--- src/rtl/banzai_seq_ctrl.sv ---
// Multi-channel array command sequencer: FIFO-buffered commands, per-channel power-up settle, issue/wait/respond.
// Powered channel: push to chip_start in 2 cycles; cmd_ready drops when the FIFO is full, responses hold until rsp_ready.
module banzai_seq_ctrl #(
  parameter int NUM_CH        = 4,
  parameter int ADDR_W        = 10,
  parameter int DATA_W        = 8,
  parameter int FIFO_DEPTH    = 8,
  parameter int PWR_UP_CYCLES = 16,
  parameter int TIMEOUT       = 1023,
  parameter int IDLE_OFF      = 256,
  localparam int CH_W         = (NUM_CH > 1) ? $clog2(NUM_CH) : 1,
  localparam int LVL_W        = $clog2(FIFO_DEPTH + 1)
) (
  input  logic                     clk,
  input  logic                     rst,
  input  logic                     cmd_valid,
  output logic                     cmd_ready,
  input  logic [CH_W-1:0]          cmd_ch,
  input  logic [1:0]               cmd_op,
  input  logic [ADDR_W-1:0]        cmd_addr,
  input  logic [DATA_W-1:0]        cmd_data,
  output logic                     rsp_valid,
  input  logic                     rsp_ready,
  output logic [DATA_W-1:0]        rsp_data,
  output logic [1:0]               rsp_status,
  output logic [LVL_W-1:0]         fifo_level,
  output logic                     busy,
  output logic [NUM_CH-1:0]        pwr_en,
  output logic [NUM_CH-1:0]        chip_sel,
  output logic [1:0]               chip_op,
  output logic [ADDR_W-1:0]        chip_addr,
  output logic [DATA_W-1:0]        chip_wdata,
  output logic                     chip_start,
  input  logic [NUM_CH-1:0]        chip_done,
  input  logic [NUM_CH*DATA_W-1:0] chip_rdata
);

  localparam int PTR_W   = (FIFO_DEPTH > 1) ? $clog2(FIFO_DEPTH) : 1;
  localparam int CNT_MAX = (PWR_UP_CYCLES > TIMEOUT) ? PWR_UP_CYCLES : TIMEOUT;
  localparam int CNT_W   = $clog2(CNT_MAX + 1);
  localparam int IDL_W   = (IDLE_OFF > 1) ? $clog2(IDLE_OFF + 1) : 1;

  localparam logic [1:0] OP_NOP   = 2'b00;
  localparam logic [1:0] OP_WRITE = 2'b01;

  typedef struct packed {
    logic [CH_W-1:0]   ch;
    logic [1:0]        op;
    logic [ADDR_W-1:0] addr;
    logic [DATA_W-1:0] data;
  } cmd_t;

  typedef enum logic [2:0] {S_IDLE, S_PWR_UP, S_ISSUE, S_WAIT, S_RESP} state_t;

  cmd_t             mem [FIFO_DEPTH];
  logic [PTR_W-1:0] wr_ptr, rd_ptr;
  logic [LVL_W-1:0] level;
  logic             push, pop;
  cmd_t             head, cur;
  logic             head_bad, head_act, act;
  state_t           state;
  logic [CNT_W-1:0] cnt;
  logic [IDL_W-1:0] idle_cnt [NUM_CH];
  logic [NUM_CH-1:0] held;

  assign cmd_ready  = !rst && (level != LVL_W'(FIFO_DEPTH));
  assign push       = cmd_valid && cmd_ready;
  assign pop        = (state == S_IDLE) && (level != '0);
  assign head       = mem[rd_ptr];
  assign head_bad   = 32'(head.ch) >= NUM_CH;
  assign head_act   = !head_bad && (head.op != OP_NOP);
  assign fifo_level = level;
  assign busy       = (state != S_IDLE) || (level != '0);

  always_ff @(posedge clk) begin
    if (rst) begin
      wr_ptr <= '0;
      rd_ptr <= '0;
      level  <= '0;
    end else begin
      if (push) begin
        mem[wr_ptr] <= {cmd_ch, cmd_op, cmd_addr, cmd_data};
        wr_ptr      <= wr_ptr + 1'b1;
      end
      if (pop) rd_ptr <= rd_ptr + 1'b1;
      case ({push, pop})
        2'b10:   level <= level + 1'b1;
        2'b01:   level <= level - 1'b1;
        default: ;
      endcase
    end
  end

  // A channel is held from the pop that claims it until its response is taken.
  always_comb begin
    held = '0;
    for (int i = 0; i < NUM_CH; i++) begin
      held[i] = ((state != S_IDLE) && act && (cur.ch == CH_W'(i))) ||
                (pop && head_act && (head.ch == CH_W'(i)));
    end
  end

  always_ff @(posedge clk) begin
    if (rst) begin
      state      <= S_IDLE;
      cur        <= '0;
      act        <= 1'b0;
      cnt        <= '0;
      pwr_en     <= '0;
      chip_sel   <= '0;
      chip_op    <= '0;
      chip_addr  <= '0;
      chip_wdata <= '0;
      chip_start <= 1'b0;
      rsp_valid  <= 1'b0;
      rsp_data   <= '0;
      rsp_status <= '0;
      for (int i = 0; i < NUM_CH; i++) idle_cnt[i] <= '0;
    end else begin
      chip_start <= 1'b0;
      for (int i = 0; i < NUM_CH; i++) begin
        if (held[i] || !pwr_en[i]) begin
          idle_cnt[i] <= '0;
        end else if (idle_cnt[i] == IDL_W'(IDLE_OFF - 1)) begin
          idle_cnt[i] <= '0;
          pwr_en[i]   <= 1'b0;
        end else begin
          idle_cnt[i] <= idle_cnt[i] + 1'b1;
        end
      end

      case (state)
        S_IDLE: begin
          if (pop) begin
            cur <= head;
            act <= head_act;
            cnt <= '0;
            if (!head_act) begin
              rsp_valid  <= 1'b1;
              rsp_data   <= '0;
              rsp_status <= head_bad ? 2'b10 : 2'b00;
              state      <= S_RESP;
            end else if (pwr_en[head.ch]) begin
              chip_sel   <= NUM_CH'(1) << head.ch;
              chip_op    <= head.op;
              chip_addr  <= head.addr;
              chip_wdata <= head.data;
              chip_start <= 1'b1;
              state      <= S_ISSUE;
            end else begin
              pwr_en[head.ch] <= 1'b1;
              state           <= S_PWR_UP;
            end
          end
        end
        S_PWR_UP: begin
          if (cnt == CNT_W'(PWR_UP_CYCLES - 1)) begin
            chip_sel   <= NUM_CH'(1) << cur.ch;
            chip_op    <= cur.op;
            chip_addr  <= cur.addr;
            chip_wdata <= cur.data;
            chip_start <= 1'b1;
            state      <= S_ISSUE;
          end else begin
            cnt <= cnt + 1'b1;
          end
        end
        S_ISSUE: begin
          cnt   <= '0;
          state <= S_WAIT;
        end
        S_WAIT: begin
          // done wins over a simultaneous timeout
          if (chip_done[cur.ch] || (cnt == CNT_W'(TIMEOUT))) begin
            rsp_valid  <= 1'b1;
            chip_sel   <= '0;
            chip_op    <= '0;
            chip_addr  <= '0;
            chip_wdata <= '0;
            state      <= S_RESP;
            if (chip_done[cur.ch]) begin
              rsp_status <= 2'b00;
              rsp_data   <= (cur.op == OP_WRITE) ? '0 : chip_rdata[cur.ch*DATA_W +: DATA_W];
            end else begin
              rsp_status <= 2'b01;
              rsp_data   <= '0;
            end
          end else begin
            cnt <= cnt + 1'b1;
          end
        end
        S_RESP: begin
          if (rsp_ready) begin
            rsp_valid  <= 1'b0;
            rsp_data   <= '0;
            rsp_status <= '0;
            act        <= 1'b0;
            state      <= S_IDLE;
          end
        end
        default: state <= S_IDLE;
      endcase
    end
  end

endmodule

--- config.mk ---
export PLATFORM = sky130hd
export DESIGN_NAME = banzai_seq_ctrl
export DESIGN_NICKNAME = d
export VERILOG_FILES = /design/src/rtl/banzai_seq_ctrl.sv
export SDC_FILE = /design/constraint.sdc
export NUM_CORES = 1
export LEC_CHECK = 0
export ABC_AREA = 1
export ABC_CLOCK_PERIOD_IN_PS = 2200
export BUFFER_PORTS_ARGS = -buffer_cell sky130_fd_sc_hd__buf_2
export CAP_MARGIN = 10
export CORE_MARGIN = 8
export CORE_UTILIZATION = 50
export CTS_CLUSTER_SIZE = 14
export DETAILED_ROUTE_END_ITERATION = 16
export PLACE_DENSITY = 0.71
export SYNTH_ARGS = -nofsm -noshare
export SYNTH_HDL_FRONTEND = slang
export SYNTH_SLANG_ARGS = --single-unit
--- constraint.sdc ---
create_clock -name clk -period 2.2 [get_ports clk]
set_input_delay 0.22 -clock clk [delete_from_list [all_inputs] [get_ports clk]]
set_output_delay 0.22 -clock clk [all_outputs]
set_load 0.005 [all_outputs]
# Yosys cells after proc, flatten, opt, wreduce, memory -nomap -nowiden
# Memories as Yosys holds them, arrays and structs flattened. A register that Yosys moved wholly into a read port is not among the register bits.
# Cells that the tools add are included.
# word_totals
reg_bits,86
ram_bits,212
wordCells,270
inputBits,62
output_inout_bits,46
latchBits,0
mem_count,2
romBits,0
# classes
n_mux,146
eq_ne,29
div,0
reduce_logical,46
addsub,9
multipliers,0
order_cmp,3
shift,3
n_bitwise,13
# mem_list
memory,depth,word_bits,rd,rd_clocked_by_memory_dff,write_ports,line_no,source
mem,8,22,1,1,1,55,cmd_t mem [FIFO_DEPTH];
idle_cnt,4,9,4,0,4,63,logic [IDL_W-1:0] idle_cnt [NUM_CH];
# op_table
operator,count
$mux 9,12
$mux 8,11
$mux 10,8
$mux 1,74
$pmux 8 s3,2
$pmux 10 s4,1
$add 9x1->9 const B,4
$eq 9x8->1 const B,4
$mux 4,9
$shiftx 32x6->8,1
$pmux 10 s3,1
$mux 3,7
$mux 2,10
$ne 2x2->1 const B,8
$pmux 3 s5,1
$logic_and 1x1->1,14
$or 1x1->1,12
$pmux 2 s3,2
$pmux 4 s3,1
$add 10x1->10 const B,1
$eq 10x10->1 const B,1
$eq 10x4->1 const B,1
$eq 2x2->1 const B,5
$logic_or 1x1->1,10
29 further kinds,49

# Longest topological paths before layout
# Gate-level depths: netlist of run 1.
# depth
depth_word,13
depth_mapped,16
mapped_depth_nobuf,15

# Worst setup path before layout of run 1
# No wires, ideal clock.
# synth_timing
path_type,reg-to-reg
startpoint,reg state[0]
endpoint,"reg level[3], in the netlist fifo_level[3]"
required_ns,2.081
setup_slack_ns,-0.247
path_stages_with_launch,17
n_path_buf,1
arrival_time_ns,2.327
period_less_slack_ns,2.447
setup_ns,0.119
path_cell_list,dfxtp_1 -> nor2_1 -> nand2_1 -> inv_2 -> nand2_2 -> inv_2 -> buf_1 -> ha_1 -> ha_1 -> nand2_1 -> nor2_1 -> a211oi_1 -> nor2_1 -> nor2_1 -> nand2_1 -> o21ai_0 -> a21oi_1
# synth_between
elab_chain_cells,4
word_cells_on_any_way,6
classes_between,eq/ne: 2; mux: 1; reduce/logical: 3
# synth_lines
item,line_no,source
from (decl),61,state_t state;
from (signal assigned),105,state <= S_IDLE;
from (signal assigned),142,state <= S_RESP;
from (signal assigned),149,state <= S_ISSUE;
$logic_not 3->1 *,68,assign pop = (state == S_IDLE) && (level != '0);
$logic_and 1x1->1 *,68,
$eq 2x1->1 / $eq 2x2->1 (equally long branches),86,"case ({push, pop})"
$pmux 4 s2 / $reduce_bool 2->1 (equally long branches),--,
to (signal assigned),87,2'b10: level <= level + 1'b1;
to (signal assigned),88,2'b01: level <= level - 1'b1;
to (decl),57,logic [LVL_W-1:0] level;
# Mark *: on every way between the ends. The rest lies on a longest branch, timed or not.
# A chain may end at the register's enable or synchronous reset.

# Worst setup path in the final report of run 1
# layout_timing
startpoint,"reg level[2], in the netlist fifo_level[2]"
endpoint,"reg level[3], in the netlist fifo_level[3]"
# layout_between
elab_chain_cells,5
word_cells_on_any_way,11
classes_between,add/sub: 2; eq/ne: 3; mux: 1; reduce/logical: 5
# layout_lines
item,line_no,source
$ne 4x4->1,66,assign cmd_ready = !rst && (level != LVL_W'(FIFO_DEPTH));
$logic_and 1x1->1,66,
$logic_and 1x1->1,67,assign push = cmd_valid && cmd_ready;
$eq 2x1->1 / $eq 2x2->1 (equally long branches),86,
$pmux 4 s2 / $reduce_bool 2->1 (equally long branches),--,
# Parallel ways exist; a longest one is shown, timed or not.

==> impl_metrics.py, run 1 <==
metrics = {
    "place": {
        "place_congestion": 0.834,
        "portBuffers": 106,
        "numPlacedInstances": 1811,
        "dp_hpwl_um": 19300,
    },
    "timing": {
        "fin_crit_ns": 2.07,
        "finalHoldViolations": 0,
        "rsz0062_at_grt": "true",
        "setup_viol": 0,
        "min_period_over_period": 0.941,
        "max_slew.worst_pin.slew_ns": 0.798,
        "max_freq_mhz": 483,
        "final_max_slew_viol_count": 0,
        "fin_tns_setup_ns": 0,
        "max_slew_margin": 0.466,
        "finalClockSkew_ns": 0.0128,
    },
    "floorplanning": {
        "initial_utilization": 0.506,
        "dieWidth_um": 178,
        "num_rows": 59,
        "coreArea_um2": 25900,
        "die_h_um": 178,
        "fp.dieArea_um2": 31700,
        "io_pins": 108,
    },
    "pwr": {
        "p_per_area_nw_per_um2": 1170,
        "peakVddDrop_mv": 0.876,
        "p_leak_nw": 6.08,
    },
    "finish": {
        "drive_gt1_frac": 0.167,
        "fillers": 2094,
        "nets": 1609,
        "layout.cells.most_common": "nor2_1",
        "final_cell_count_no_fill": 1891,
        "areaGrowthSynthToFinish_pct": 19.9,
        "final_cell_mix": "265 x nor2_1, 212 x edfxtp_1, 183 x nand2_1",
    },
    "worst_setup_path": {
        "required_ns": 2.65,
        "path_class": "register to register",
        "worstSetupEndpointType": "register",
        "crit_fanout": 3,
        "cp-startpoint": "fifo_level[2]",
        "critPathMaxStageDelay_ns": 0.34,
        "cp.arrival_ns": 2.52,
        "timing.rr.start": "fifo_level[2]",
        "cp-start-kind": "register",
        "cp_cell_sequence": "inv_1, a31oi_1, nand2_1, ha_2, ha_1, nand2_1, nor2_1, a211oi_2, nor2_1, nor2_1, nand2_1, o21ai_1, a21oi_1",
        "slowest_stage": "dfxtp_1",
    },
    "grt": {
        "overflow": 0,
        "grt_pass1_wl_um": 47100,
        "grt_max_degree": 73,
        "track_usage": 0.182,
        "grt_antenna_before_repair": 2,
        "grt_pass1_vias": 9448,
    },
    "routing": {
        "wl_per_cell_um": 15.5,
        "drc": 0,
        "vias": 9875,
        "dr.pass1.iters": 5,
        "routed_via_density": 5.22,
        "drtIter0Drc": 773,
        "routed_wirelength_um": 29300,
        "ant_nets": 0,
    },
    "min_path": {
        "min-delay-start": "chip_rdata[30]",
        "hp-class": "primary input to register",
    },
    "clock_network": {
        "cts-root-buf": "clkbuf_16",
        "post_cts_buffers": 0,
        "cts_tree": "yes",
        "cts.clk_slew.worst_paths_ns": 0.06,
        "clk_latency_ns": 0.56,
        "cts_htree_levels": 1,
        "clock_sinks": 300,
        "cts_buffer_depth": 3,
        "numCtsBuffers": 31,
    },
    "yosys": {
        "synth_edf_count": 212,
        "avgSynthCellArea_um2": 9.77,
        "syn_area_um2": 13100,
        "yosysWarnings": 0,
        "synthDistinctLibCells": 44,
        "synthFlopType": "edfxtp_1",
        "async_flop_share": 0,
        "yosysSeqAreaShare": 0.620,
        "ys_ff_latch": 300,
        "syn_inst": 1342,
    },
    "run": {
        "drv_cap": 0,
    },
    "run_status": {
        "status": "complete, no violations",
    },
}
per-stage QoR:
stage	instance area, um2	total power, W	hold WS (ns)	worst slack (ns)	utilization
global placement	14400	0.0131	0.442	0.0741	0.557
finish	15700	0.0184	0.0503	0.129	0.607
CTS	15700	0.0184	0.0274	0.0155	0.605
global route	15700	0.0196	0.0499	-0.0541	0.607
floorplan	13300	0.0113	0.319	-0.165	-
detailed placement	14400	0.0133	0.450	0.0250	0.557
flip-flops by register name, indices dropped and copies added (netlist names), named ones only:
signal	flops
rd_ptr	3
chip_start	1
rsp_data	8
fifo_level	4
rsp_status	1
cnt	10
act	1
chip_wdata	8
pwr_en	4
idle_cnt	36
chip_addr	10
chip_sel	4
chip_op	2
wr_ptr	3
rsp_valid	1
cur	22
mem	176
state	3
repair_timing:
action | in CTS | in global routing
hold buffers | 23 | 0
gates resized for setup | 0 | 13
endpoints found under the hold margin | 177 | 0
setup endpoints to repair | 0 | 57
logic make-up (layout without fill, tap and decap cells):
logic type	Yosys count	after routing	synth area share
fa+ha+maj	15	15	0.0149
flops	300	300	0.620
other cells	2	39	0.000573
xor+xnor	19	19	0.0127
compound gates	272	272	0.112
buf+inv	149	326	0.0493
simple gates	585	585	0.191
worst max-delay path: cells and delay by family (launching register included):
family                     cells  cell delay, ns
DFF                            1            0.34
and+or+nand+nor                6            0.46
buffers and inverters          1            0.07
AOI/OAI and AO/OA              4            0.54
adders and majority gates      2            0.56
synthesized netlist by cell type (9+ instances only):
master,number,area share
a21oi_1,55,0.021
a22oi_1,12,0.0069
buf_2,14,0.0053
clkbuf_1,29,0.0083
dfxtp_1,88,0.13
edfxtp_1,212,0.49
ha_1,14,0.013
inv_1,78,0.022
inv_2,9,0.0026
nand2_1,184,0.053
nand3_1,54,0.021
nand3b_1,22,0.013
nor2_1,275,0.079
nor2_2,11,0.0052
nor3_1,9,0.0034
o211ai_1,18,0.010
o21ai_0,146,0.056
o21ai_1,30,0.011
xor2_1,11,0.0073
metal layers:
layer / global-route usage / wire (um) / vias up
met2: 0.301 / 13500 / 290
met3: 0.0332 / 1950 / 47
met4: 0.0448 / 506 / 0
met5: 0 / 0 / -
met1: 0.245 / 13300 / 4601
li1: - / - / 4937
layout make-up:
type / instances / area (um2) / share of cell area
multi-input cells: 928 / 4520 / 0.287
clock inverters: 13 / 128 / 0.00812
diodes: 2 / 5.00 / 0.000318
inverters: 90 / 348 / 0.0221
clock buffers: 42 / 877 / 0.0558
well taps: 335 / 419 / 0.0267
repair buffers: 181 / 1290 / 0.0822
flip-flops and latches: 300 / 8130 / 0.517
power breakdown:
part           leakage, nW  internal (W)  total, W  switching (W)
Sequential            2.68       0.00659   0.00692       0.000324
Clock                0.497       0.00301   0.00512        0.00210
Combinational         2.90       0.00235   0.00639        0.00404
Total                 6.08        0.0120    0.0184        0.00647
worst paths after layout:
path	to	slack, ns	depth (start not counted)
setup / recovery	fifo_level[3]	0.13	13
hold / removal	rsp_data[6]	0.05	5
setup reg to reg	fifo_level[3]	0.13	13
hold reg to reg	rsp_data[7]	0.46	2
(Power assumes the default switching activity.)
==> inputs of run 2 (changes only) <==
==> constraint.sdc (replaced) <==
create_clock -name clk -period 2.2 [get_ports clk]
set_input_delay 0.44 -clock clk [delete_from_list [all_inputs] [get_ports clk]]
set_output_delay 0.44 -clock clk [all_outputs]
set_load 0.005 [all_outputs]
==> run 2 against run 1 <==
  * Sequential share of layout area rose by 0.69 points
  * Maximum frequency decreased by 2.8%
  * Sequential power about the same
  * Sequential cell count unchanged
  * Via count shrank 1.9%
  * Clock-buffer cell count fell by 7
  * First-iteration DRC count fell by 6.1%
  * Largest power group unchanged
  * Clock skew is 0.0056 ns lower
  * Routed wire length shrank 0.64%
==> impl_metrics.py, run 2 (synthesis gave the netlist of run 1 again) <==
metrics = {
    "run_status": {
        "status": "complete, no violations",
    },
    "grt": {
        "overflow": 0,
        "grt_pass1_vias": 9220,
        "track_usage": 0.182,
        "grt_max_degree": 53,
        "grt_pass1_wl_um": 46600,
        "grt_antenna_before_repair": 3,
    },
    "floorplanning": {
        "num_rows": 59,
        "coreArea_um2": 25900,
        "dieWidth_um": 178,
        "io_pins": 108,
        "fp.dieArea_um2": 31700,
        "die_h_um": 178,
        "initial_utilization": 0.506,
    },
    "finish": {
        "largest_reg_flops": 176,
        "layout.cells.most_common": "nor2_1",
        "reg_top3": "mem (176), idle_cnt (36), cur (22)",
        "final_cell_count_no_fill": 1868,
        "drive_gt1_frac": 0.176,
        "areaGrowthSynthToFinish_pct": 18.3,
        "fin_util": 0.599,
        "design_area_um2": 15500,
        "nets": 1586,
        "regArea_um2": 8130,
        "fillers": 2175,
        "final_cell_mix": "263 x nor2_1, 212 x edfxtp_1, 182 x nand2_1",
        "multi_input_area_um2": 4550,
        "largest_register": "mem",
    },
    "pwr": {
        "pwr-share-seq": 0.376,
        "total_power_w": 0.0184,
        "clockPowerShare": 0.276,
        "peakVddDrop_mv": 0.674,
        "p_sw_frac": 0.354,
        "p_sw_w": 0.00651,
        "p_per_area_nw_per_um2": 1190,
        "comb_power_share": 0.348,
        "p_leak_nw": 5.97,
        "internal-power_w": 0.0119,
    },
    "routing": {
        "wl_per_cell_um": 15.6,
        "routed_wirelength_um": 29100,
        "vias": 9686,
        "drtIter0Drc": 726,
        "drc": 0,
        "dr.pass1.iters": 6,
        "ant_nets": 0,
        "routed_via_density": 5.19,
    },
    "clock_network": {
        "cts-root-buf": "clkbuf_16",
        "post_cts_buffers": 0,
        "clock_sinks": 300,
        "clk_latency_ns": 0.57,
        "cts.clk_slew.worst_paths_ns": 0.06,
        "cts_tree": "yes",
        "cts_htree_levels": 1,
        "cts_buffer_depth": 3,
        "numCtsBuffers": 31,
    },
    "worst_setup_path": {
        "required_ns": 2.65,
        "path_class": "register to register",
        "crit_fanout": 3,
        "worstSetupEndpointType": "register",
        "cp.arrival_ns": 2.58,
        "r2r_setup_slack_ns": 0.07,
        "timing.rr.end": "fifo_level[3]",
        "ff2ff_path_depth": 13,
        "timing.rr.start": "fifo_level[2]",
        "cp-start-kind": "register",
    },
    "timing": {
        "min_period_over_period": 0.968,
        "final_max_slew_viol_count": 0,
        "max_freq_mhz": 469,
        "finalHoldViolations": 0,
        "rsz0062_at_grt": "true",
        "max_slew.worst_pin.slew_ns": 0.821,
        "finalClockSkew_ns": 0.00724,
        "setup_viol": 0,
        "max_slew_margin": 0.450,
        "fin_crit_ns": 2.13,
    },
    "place": {
        "dp_hpwl_um": 18800,
        "post_dp_cell_area_um2": 14500,
        "place_congestion": 0.843,
        "numPlacedInstances": 1811,
        "portBuffers": 106,
    },
    "min_path": {
        "worstHoldPathCells": 1,
        "hp-class": "primary input to register",
        "hold_end": "mem[4][10]",
        "min-delay-start": "cmd_addr[2]",
    },
    "run": {
        "drv_cap": 0,
    },
}
-- run 2: cell count changes in the layout (fill, tap and decap cells not counted), moves of 2 or more --
| cell | before | now |
|---|---|---|
| ha_1 | 13 | 11 |
| clkbuf_8 | 6 | 0 |
| clkinv_2 | 4 | 8 |
| dlygate4sd3_1 | 23 | 0 |
| clkinvlp_4 | 0 | 2 |
| nor2_1 | 265 | 263 |
-- run 2: power by group through the flow --
stage / Sequential [W] / Combinational (W) / Clock (W)
after floorplan: 0.00695 / 0.00436 / 0
after global placement: 0.00699 / 0.00614 / 0
after detailed placement: 0.00702 / 0.00625 / 0
final: 0.00691 / 0.00641 / 0.00508
after global routing: 0.00697 / 0.00727 / 0.00538
after CTS: 0.00690 / 0.00631 / 0.00518
-- run 2: repair_timing --
item / CTS / global route
endpoints found under the hold margin: 0 / 0
pin swaps: 0 / 2
gates resized for setup: 4 / 17
hold buffers: 0 / 0
endpoints found under the setup margin: 2 / 53
-- run 2: layout make-up --
class	instances	area share
Multi-Input combinational cell	928	0.293
Timing Repair Buffer	158	0.0693
Inverter	90	0.0224
Tap cell	335	0.0270
Clock inverter	21	0.0127
Clock buffer	35	0.0510
Antenna cell	1	0.000161
Sequential cell	300	0.524
-- run 2: per-layer routing --
metal / up-vias / wire length [um] / GRT usage
li1: 4869 / - / -
met1: 4439 / 13100 / 0.248
met2: 309 / 13000 / 0.287
met3: 65 / 2260 / 0.0347
met4: 4 / 703 / 0.0597
met5: - / 25 / 0
-- run 2: critical path: stages (launching register included) --
cell and delay, ns:
dfxtp_1 0.33, inv_1 0.08, a31oi_2 0.24, nand2_2 0.09
ha_2 0.22, ha_1 0.27, nand2_1 0.07, nor2_1 0.05
a211oi_2 0.18, nor2_1 0.06, nor2_1 0.08, nand2_1 0.07
o21ai_0 0.19, a21oi_1 0.07
-- run 2: worst max-delay path by stage --
stage / to / from / cells past startpoint / slack, ns
after floorplan: mem[0][0] / fifo_level[2] / 6 / -0.17
after global placement: fifo_level[3] / rst / 13 / -0.06
after detailed placement: fifo_level[3] / rst / 13 / -0.16
after CTS: fifo_level[3] / fifo_level[2] / 13 / 0.01
after global routing: fifo_level[3] / fifo_level[2] / 13 / -0.1
final: fifo_level[3] / fifo_level[2] / 13 / 0.07
-- run 2: through the flow --
| stage | hold WS (ns) | setup WS, ns | setup TNS (ns) |
|---|---|---|---|
| global route | 0.114 | -0.0954 | -0.102 |
| CTS | 0.103 | 0.0114 | 0 |
| floorplan | 0.445 | -0.165 | -14.68 |
| finish | 0.135 | 0.0700 | 0 |
| global placement | 0.444 | -0.0617 | -0.0617 |
| detailed placement | 0.448 | -0.156 | -0.156 |
==> inputs of run 3 (changes only) <==
--- a/config.mk
+++ b/config.mk
@@ -11,6 +11,7 @@
 export CAP_MARGIN = 10
 export CORE_MARGIN = 8
 export CORE_UTILIZATION = 50
+export CTS_BUF_LIST = sky130_fd_sc_hd__clkbuf_4 sky130_fd_sc_hd__clkbuf_8 sky130_fd_sc_hd__clkbuf_16
 export CTS_CLUSTER_SIZE = 14
 export DETAILED_ROUTE_END_ITERATION = 16
 export PLACE_DENSITY = 0.71
==> run 3 against run 2 <==
  * Register-to-register slack improved by 0.03 ns
  * Cell count unchanged
  * Combinational power hardly changed
  * Sequential power barely moved
  * Sequential cell count stayed put
  * Critical endpoint is now busy
==> impl_metrics.py, run 3 (synthesis gave the netlist of run 1 again) <==
metrics = {
    "run_status": {
        "status": "complete, no violations",
    },
    "min_path": {
        "worstHoldPathCells": 1,
        "min-delay-start": "cmd_addr[0]",
        "hp-class": "primary input to register",
        "hold_end": "mem[6][8]",
    },
    "floorplanning": {
        "fp.dieArea_um2": 31700,
        "die_h_um": 178,
        "io_pins": 108,
        "dieWidth_um": 178,
        "initial_utilization": 0.506,
        "coreArea_um2": 25900,
        "num_rows": 59,
    },
    "routing": {
        "routed_via_density": 5.16,
        "routed_wirelength_um": 29100,
        "dr.pass1.iters": 6,
        "ant_nets": 0,
        "wl_per_cell_um": 15.6,
        "vias": 9644,
        "drtIter0Drc": 772,
        "drc": 0,
    },
    "pwr": {
        "peakVddDrop_mv": 0.679,
        "p_leak_nw": 5.98,
        "p_per_area_nw_per_um2": 1190,
        "total_power_w": 0.0184,
    },
    "timing": {
        "max_slew.worst_pin.slew_ns": 0.825,
        "setup_viol": 0,
        "min_period_over_period": 0.960,
        "finalHoldViolations": 0,
        "rsz0062_at_grt": "true",
        "finalClockSkew_ns": 0.00799,
        "final_max_slew_viol_count": 0,
        "max_freq_mhz": 473,
        "max_slew_margin": 0.448,
        "fin_crit_ns": 2.11,
    },
    "clock_network": {
        "cts.clk_slew.worst_paths_ns": 0.06,
        "post_cts_buffers": 0,
        "cts_tree": "yes",
        "cts_htree_levels": 1,
        "numCtsBuffers": 31,
        "clk_latency_ns": 0.57,
        "cts_buffer_depth": 3,
        "clock_sinks": 300,
        "holdBufCountCts": 0,
        "cts-root-buf": "clkbuf_16",
    },
    "grt": {
        "grt_pass1_wl_um": 46700,
        "grt_pass1_vias": 9220,
        "track_usage": 0.182,
        "grt_max_degree": 53,
        "grt_antenna_before_repair": 3,
        "overflow": 0,
    },
    "finish": {
        "largest_register": "mem",
        "drive_gt1_frac": 0.179,
        "largest_reg_flops": 176,
        "layout.cells.most_common": "nor2_1",
        "fin_util": 0.599,
        "reg_top3": "mem (176), idle_cnt (36), cur (22)",
        "nets": 1586,
        "areaGrowthSynthToFinish_pct": 18.5,
        "final_cell_mix": "263 x nor2_1, 212 x edfxtp_1, 182 x nand2_1",
    },
    "worst_setup_path": {
        "cp-startpoint": "fifo_level[0]",
        "required_ns": 1.76,
        "cp.arrival_ns": 1.67,
        "timing.rr.end": "fifo_level[3]",
        "r2r_setup_slack_ns": 0.10,
        "timing.rr.start": "fifo_level[2]",
        "crit_fanout": 3,
        "cp-start-kind": "register",
        "ff2ff_path_depth": 13,
        "path_class": "register to output port",
        "worstSetupEndpointType": "output port",
    },
    "place": {
        "dp_hpwl_um": 18800,
        "portBuffers": 106,
        "place_congestion": 0.843,
    },
    "run": {
        "drv_cap": 0,
    },
}
==> run 3: cell counts in the layout (fill, tap and decap cells not counted) <==
Identical to the previous run, type by type.
==> run 3: critical path, cell delays in order (launching register included) <==
cell and delay, ns:
dfxtp_1 0.33, nor2_2 0.19, nand3_2 0.13, buf_4 0.16, nor2_4 0.12, inv_1 0.06
buf_2 0.12
==> run 3: worst max-delay path by stage <==
| stage | endpoint | slack, ns | depth (start not counted) |
|---|---|---|---|
| floorplan | mem[0][0] | -0.17 | 6 |
| global placement | fifo_level[3] | -0.06 | 13 |
| detailed placement | fifo_level[3] | -0.16 | 13 |
| CTS | fifo_level[3] | 0.01 | 13 |
| global route | fifo_level[3] | -0.1 | 13 |
| finish | busy | 0.09 | 6 |
==> run 3: layout make-up <==
type,count,area (um2)
fillers,2175,10400
flip-flops and latches,300,8130
multi-input cells,928,4550
repair buffers,158,1070
clock buffers,35,806
well taps,335,419
inverters,90,348
clock inverters,21,196
diodes,1,2.50
==> run 3: routing by layer <==
layer | part of all wire | global-route usage | routed length (um) | up-vias
li1 | - | - | - | 4872
met1 | 0.45 | 0.248 | 13300 | 4435
met2 | 0.45 | 0.288 | 13100 | 273
met3 | 0.071 | 0.0349 | 2060 | 60
met4 | 0.023 | 0.0594 | 668 | 4
met5 | 0.00086 | 0 | 25 | -
==> run 3: per-stage QoR <==
stage	setup WS, ns	std cells	TNS (ns)	instance area [um2]	hold WS (ns)
2_1_floorplan	-0.165	1377	-14.68	13300	0.445
3_3_place_gp	-0.0617	1811	-0.0617	14500	0.444
3_5_place_dp	-0.156	1811	-0.156	14500	0.448
4_1_cts	0.0114	1867	0	15500	0.103
5_1_grt	-0.0956	1868	-0.102	15500	0.114
6_report	0.0874	1868	0	15500	0.129
==> run 3: repair_timing <==
item | 4_1_cts | 5_1_grt
gates resized for setup | 4 | 17
pin swaps | 0 | 2
setup endpoints to repair | 2 | 53
==> run 3: report_power, final <==
part           internal, W  leakage [nW]  switching [W]
sequential         0.00659          2.68       0.000314
clock              0.00298         0.498        0.00214
combinational      0.00236          2.80        0.00405
total               0.0119          5.98        0.00651
